**config.mk**
```make
export PLATFORM = sky130hd
export DESIGN_NAME = freq_meter
export DESIGN_NICKNAME = d
export VERILOG_FILES = /design/src/rtl/freq_meter_pkg.sv /design/src/rtl/sync_edge_det.sv /design/src/rtl/freq_meter.sv
export SDC_FILE = /design/constraint.sdc
export NUM_CORES = 1
export LEC_CHECK = 0
export CAP_MARGIN = 40
export CORE_UTILIZATION = 44
export CTS_CLUSTER_DIAMETER = 200
export CTS_CLUSTER_SIZE = 28
export DETAILED_ROUTE_END_ITERATION = 16
export PLACE_DENSITY = 0.69
export SLEW_MARGIN = 5
export SYNTH_ARGS = -nofsm -noshare
export SYNTH_HDL_FRONTEND = slang
export SYNTH_SLANG_ARGS = --single-unit
```
**constraint.sdc**
```tcl
create_clock -name clk_ref -period 5.4 [get_ports clk_ref]
set_clock_uncertainty 0.2 [all_clocks]
set_input_delay 0.81 -clock clk_ref [delete_from_list [all_inputs] [get_ports clk_ref]]
set_output_delay 0.81 -clock clk_ref [all_outputs]
set_load 0.02 [all_outputs]
```
**src/rtl/freq_meter_pkg.sv**
```systemverilog
// rtl/freq_meter_pkg.sv - state encoding, default configuration and sizing helper for freq_meter
package freq_meter_pkg;

  // FSM state encoding
  localparam logic [1:0] IDLE  = 2'd0;
  localparam logic [1:0] ARM   = 2'd1;
  localparam logic [1:0] GATE  = 2'd2;
  localparam logic [1:0] LATCH = 2'd3;

  // 1 s gate at a 125 MHz reference; 27 bits holds counts up to 134M
  localparam int unsigned GATE_1S_125M  = 125_000_000;
  localparam int unsigned CNT_W_1S_125M = 27;

  // Gate counter width: one spare bit above what the terminal value needs
  function automatic int unsigned gate_cnt_width(input int unsigned gate_cycles);
    return $clog2(gate_cycles) + 1;
  endfunction

endpackage

```
**src/rtl/sync_edge_det.sv**
```systemverilog
// rtl/sync_edge_det.sv - two-flop synchronizer with rising-edge pulse for an asynchronous input
module sync_edge_det (
  input  logic clk_ref,
  input  logic rst,
  input  logic d_async,
  output logic rise
);

  logic s1_q;
  logic s2_q;
  logic s3_q;

  // s1/s2 resolve metastability, s3 holds the previous synchronized level
  always_ff @(posedge clk_ref or posedge rst) begin
    if (rst) begin
      s1_q <= 1'b0;
      s2_q <= 1'b0;
      s3_q <= 1'b0;
    end else begin
      s1_q <= d_async;
      s2_q <= s1_q;
      s3_q <= s2_q;
    end
  end

  assign rise = s2_q & ~s3_q;

endmodule

```
**src/rtl/freq_meter.sv**
```systemverilog
// rtl/freq_meter.sv - gated-window frequency meter; define FREQ_METER_OVF_EN for a saturating count with ovf
module freq_meter
  import freq_meter_pkg::*;
#(
  parameter int unsigned GATE_CYCLES = GATE_1S_125M,
  parameter int unsigned CNT_W       = CNT_W_1S_125M
) (
  input  logic             clk_ref,
  input  logic             rst,
  input  logic             en,
  input  logic             sig_in,
  output logic [CNT_W-1:0] freq,
  output logic             freq_valid,
  output logic             busy,
  output logic             ovf
);

  localparam int unsigned   GW        = gate_cnt_width(GATE_CYCLES);
  localparam logic [GW-1:0] GATE_LAST = GW'(GATE_CYCLES - 1);

  logic             edge_p;
  logic [1:0]       state_q, state_d;
  logic [GW-1:0]    gate_cnt_q, gate_cnt_d;
  logic [CNT_W-1:0] edge_cnt_q, edge_cnt_d;
  logic [CNT_W-1:0] freq_q, freq_d;
  logic             freq_valid_q, freq_valid_d;
`ifdef FREQ_METER_OVF_EN
  logic             ovf_reg_q, ovf_reg_d;
  logic             ovf_q, ovf_d;
`endif

  sync_edge_det u_sync (
    .clk_ref (clk_ref),
    .rst     (rst),
    .d_async (sig_in),
    .rise    (edge_p)
  );

  // Next-state logic: window sequencing, counting and result capture.
  // Results are loaded on the way into LATCH so they are visible during LATCH.
  always_comb begin
    state_d      = state_q;
    gate_cnt_d   = gate_cnt_q;
    edge_cnt_d   = edge_cnt_q;
    freq_d       = freq_q;
    freq_valid_d = 1'b0;
`ifdef FREQ_METER_OVF_EN
    ovf_reg_d    = ovf_reg_q;
    ovf_d        = ovf_q;
`endif
    case (state_q)
      IDLE: begin
        if (en) state_d = ARM;
      end
      ARM: begin
        gate_cnt_d = '0;
        edge_cnt_d = '0;
`ifdef FREQ_METER_OVF_EN
        ovf_reg_d  = 1'b0;
`endif
        state_d    = en ? GATE : IDLE;
      end
      GATE: begin
        if (!en) begin
          // Abort: results from the previous window stay in place
          state_d = IDLE;
        end else begin
          if (edge_p) begin
`ifdef FREQ_METER_OVF_EN
            if (&edge_cnt_q) ovf_reg_d = 1'b1;
            else             edge_cnt_d = edge_cnt_q + CNT_W'(1);
`else
            edge_cnt_d = edge_cnt_q + CNT_W'(1);
`endif
          end
          if (gate_cnt_q == GATE_LAST) begin
            state_d      = LATCH;
            freq_d       = edge_cnt_d;
            freq_valid_d = 1'b1;
`ifdef FREQ_METER_OVF_EN
            ovf_d        = ovf_reg_d;
`endif
          end else begin
            gate_cnt_d = gate_cnt_q + GW'(1);
          end
        end
      end
      LATCH: begin
        state_d = en ? ARM : IDLE;
      end
      default: state_d = IDLE;
    endcase
  end

  // State, counters and output registers; reset clears outputs immediately
  always_ff @(posedge clk_ref or posedge rst) begin
    if (rst) begin
      state_q      <= IDLE;
      gate_cnt_q   <= '0;
      edge_cnt_q   <= '0;
      freq_q       <= '0;
      freq_valid_q <= 1'b0;
`ifdef FREQ_METER_OVF_EN
      ovf_reg_q    <= 1'b0;
      ovf_q        <= 1'b0;
`endif
    end else begin
      state_q      <= state_d;
      gate_cnt_q   <= gate_cnt_d;
      edge_cnt_q   <= edge_cnt_d;
      freq_q       <= freq_d;
      freq_valid_q <= freq_valid_d;
`ifdef FREQ_METER_OVF_EN
      ovf_reg_q    <= ovf_reg_d;
      ovf_q        <= ovf_d;
`endif
    end
  end

  assign freq       = freq_q;
  assign freq_valid = freq_valid_q;
  assign busy       = (state_q != IDLE);
`ifdef FREQ_METER_OVF_EN
  assign ovf        = ovf_q;
`else
  assign ovf        = 1'b0;
`endif

endmodule

```
==> flow_metrics.py <==
metrics = {
    "placed_design": {
        "place.gp.congestion": 0.859,
        "dp_slack_ns": 2.10,
        "place.port_buffers": 32,
        "dpl.hpwl_um": 6470,
        "dpl.cell_count": 599,
    },
    "hold_path": {
        "hold_path_end": "u_sync.s2_q",
        "hold_path_class": "reg2reg",
        "hold_depth": 0,
        "min_from": "u_sync.s1_q",
    },
    "worst_setup_path": {
        "critPathKind": "reg2reg",
        "reg2reg_from": "gate_cnt_q[0]",
        "rrSetupSlack_ns": 2.29,
        "arrival_ns": 3.14,
        "startpoint_type": "flip-flop",
        "worstSetupEndpointType": "flip-flop",
        "cp.required_ns": 5.44,
        "r2r-end": "freq[20]",
        "cp_max_fo": 15,
        "r2r_cells": 6,
    },
    "timing": {
        "rsz0062_at_grt": "false",
        "final_hold_viol_count": 0,
        "setup-violations-final": 0,
        "fin_crit_ns": 3.11,
        "tns_ns": 0,
        "post-route-worst-setup-slack_ns": 2.29,
        "finalCritPeriodShare": 0.576,
        "timing.hold.ws_ns": 0.162,
        "fmaxAchievable_mhz": 322,
        "slew_viol_final": 0,
        "slew_headroom": 0.495,
        "worstMarginPinSlew_ns": 0.757,
    },
    "cells_and_area": {
        "n_fill_cell": 902,
        "layout.cells.non_filler": 615,
        "fin_nets": 483,
        "area_delta_synth_final_pct": 13.5,
        "antenna_cells": 0,
        "drive_gt1_frac": 0.0768,
        "utilization": 0.524,
    },
    "route": {
        "wirelength_um": 9610,
        "wl_per_cell_um": 15.6,
        "drtAntennaViolNets": 0,
        "vias": 3541,
        "drtIter0Drc": 170,
        "drc_errors": 0,
        "dr.pass1.iters": 4,
        "viasPerCell": 5.76,
    },
    "floorplanning": {
        "dieWidth_um": 104,
        "start_util": 0.461,
        "die_h_um": 104,
        "rows": 36,
        "die_area_um2": 10800,
        "core_um2": 9910,
        "io_pins": 34,
    },
    "pwr": {
        "intPower_mw": 0.892,
        "powerDensity_nw_per_um2": 228,
        "net-switching-power_mw": 0.292,
        "power_frac_clock": 0.364,
        "ir_drop_mv": 0.174,
        "p_leak_nw": 2.18,
        "sw_frac_of_total": 0.247,
        "seqPwrFrac": 0.567,
        "combPwrFrac": 0.069,
    },
    "clock_tree": {
        "cts_setup_buffers": 0,
        "cts.sinks": 88,
        "cts-htree-levels": 3,
        "cts_tree": "done",
        "clockBufferDepth": 2,
        "clk_pin_slew_worst_paths_ns": 0.08,
        "cts_root_buffer": "clkbuf_8",
        "cts_resized": 0,
        "cts_buffers": 9,
        "clock_latency_ns": 0.36,
        "cts_hold_buf": 0,
    },
    "global_route": {
        "grtUsageTotal": 0.191,
        "antenna_found_initial": 0,
        "grt_pass1_vias": 3571,
        "grt_max_degree": 42,
        "grt_pass1_wl_um": 16900,
        "grt_overflow": 0,
    },
    "synth": {
        "netlist_top_cells_count": "88 x dfrtp_1, 33 x nand2_1, 29 x nand3_1, 29 x xnor2_1, 26 x mux2_1",
        "yosysSeqAreaShare": 0.482,
        "syn-instance-count": 453,
        "syn_area_um2": 4570,
        "synth_top_area_cell": "dfrtp_1",
        "synth_cell_types": 56,
        "avgSynthCellArea_um2": 10.1,
        "ys.flop_type": "dfrtp_1",
        "ys_seq_elements": 88,
        "yosysMostFrequentCell": "dfrtp_1",
        "yosys_warnings": 0,
        "synth_area_leaders": "dfrtp_1 48%, mux2_1 6.4%, xnor2_1 5.6%, nand3_1 3.2%, o31ai_1 2.8%",
        "synth_top_area_share": 0.482,
        "syn_nets": 459,
        "synth_edf_count": 0,
        "async_flop_share": 1.00,
    },
    "job": {
        "maxCapViolCount": 0,
    },
    "run_status": {
        "outcome": "finished, final reports clean",
    },
}
==> state kept, by name, indices dropped and copies added (netlist names) <==
name and cells:
u_sync.s1_q 1, u_sync.s3_q 1, freq_valid 1, edge_cnt_q 27
gate_cnt_q 28, u_sync.s2_q 1, freq 27, state_q 2
==> metrics by stage <==
step	total power [mW]	area (um2)
2_1_floorplan	0.742	4570
3_3_place_gp	0.762	4980
3_5_place_dp	0.766	5000
4_1_cts	1.20	5190
5_1_grt	1.23	5190
6_report	1.18	5190
==> cells by family after synthesis <==
| family | synth area share |
|---|---|
| compound gates | 0.134 |
| xor+xnor | 0.0671 |
| fa+ha+maj | 0.00547 |
| buf+inv | 0.0405 |
| flops | 0.482 |
| mux | 0.0731 |
| other cells | 0.000820 |
| simple gates | 0.197 |
==> worst max-delay path, cell delays in order (launching register included) <==
cell and delay (ns):
dfrtp_1 0.43, ha_1 0.21, nand4_1 0.33, nor4_1 0.71, nand3_2 0.42, buf_4 0.34
mux2_1 0.33
==> cells in the final DEF (no fill, tap or decap), types with 8 or more instances in the layout <==
master,n
dfrtp_1,88
nand2_1,33
clkdlybuf4s50_1,32
nand3_1,29
xnor2_1,29
mux2_1,26
nor2_1,24
nand4_1,19
o21ai_0,19
a21oi_1,18
o31ai_1,17
clkbuf_8,12
inv_1,11
nor4_1,9
and3_1,8
buf_4,8
==> worst max path at each step <==
stage	startpoint	end	slack, ns	depth (start not counted)
floorplan	rst	edge_cnt_q[0]	2.11	1
global placement	en	freq[24]	2.17	6
detailed placement	en	freq[22]	2.10	6
CTS	gate_cnt_q[0]	freq[22]	2.31	6
global route	gate_cnt_q[0]	freq[22]	2.08	6
finish	gate_cnt_q[0]	freq[20]	2.29	6
==> final cells by class <==
cell class | count | area, um2 | area share
clock buffers | 13 | 169 | 0.0326
clock inverters | 3 | 15.0 | 0.00289
inverters | 12 | 46.3 | 0.00892
multi-input cells | 325 | 2190 | 0.422
flip-flops and latches | 88 | 2200 | 0.424
well taps | 133 | 166 | 0.0321
repair buffers | 41 | 400 | 0.0772
==> power groups by stage <==
stage          Combinational [mW]  Sequential (mW)  Clock [mW]
2_1_floorplan              0.0602            0.682           0
3_3_place_gp               0.0790            0.683           0
3_5_place_dp               0.0829            0.683           0
4_1_cts                    0.0832            0.670       0.443
5_1_grt                    0.0914            0.672       0.465
6_report                   0.0818            0.670       0.431
==> routing by layer <==
layer	wire length [um]	vias up	track usage
li1	-	1717	-
met1	4450	1745	0.249
met2	4630	62	0.314
met3	314	17	0.0269
met4	212	0	0.0959
met5	0	-	0
(Power assumes the default switching activity.)
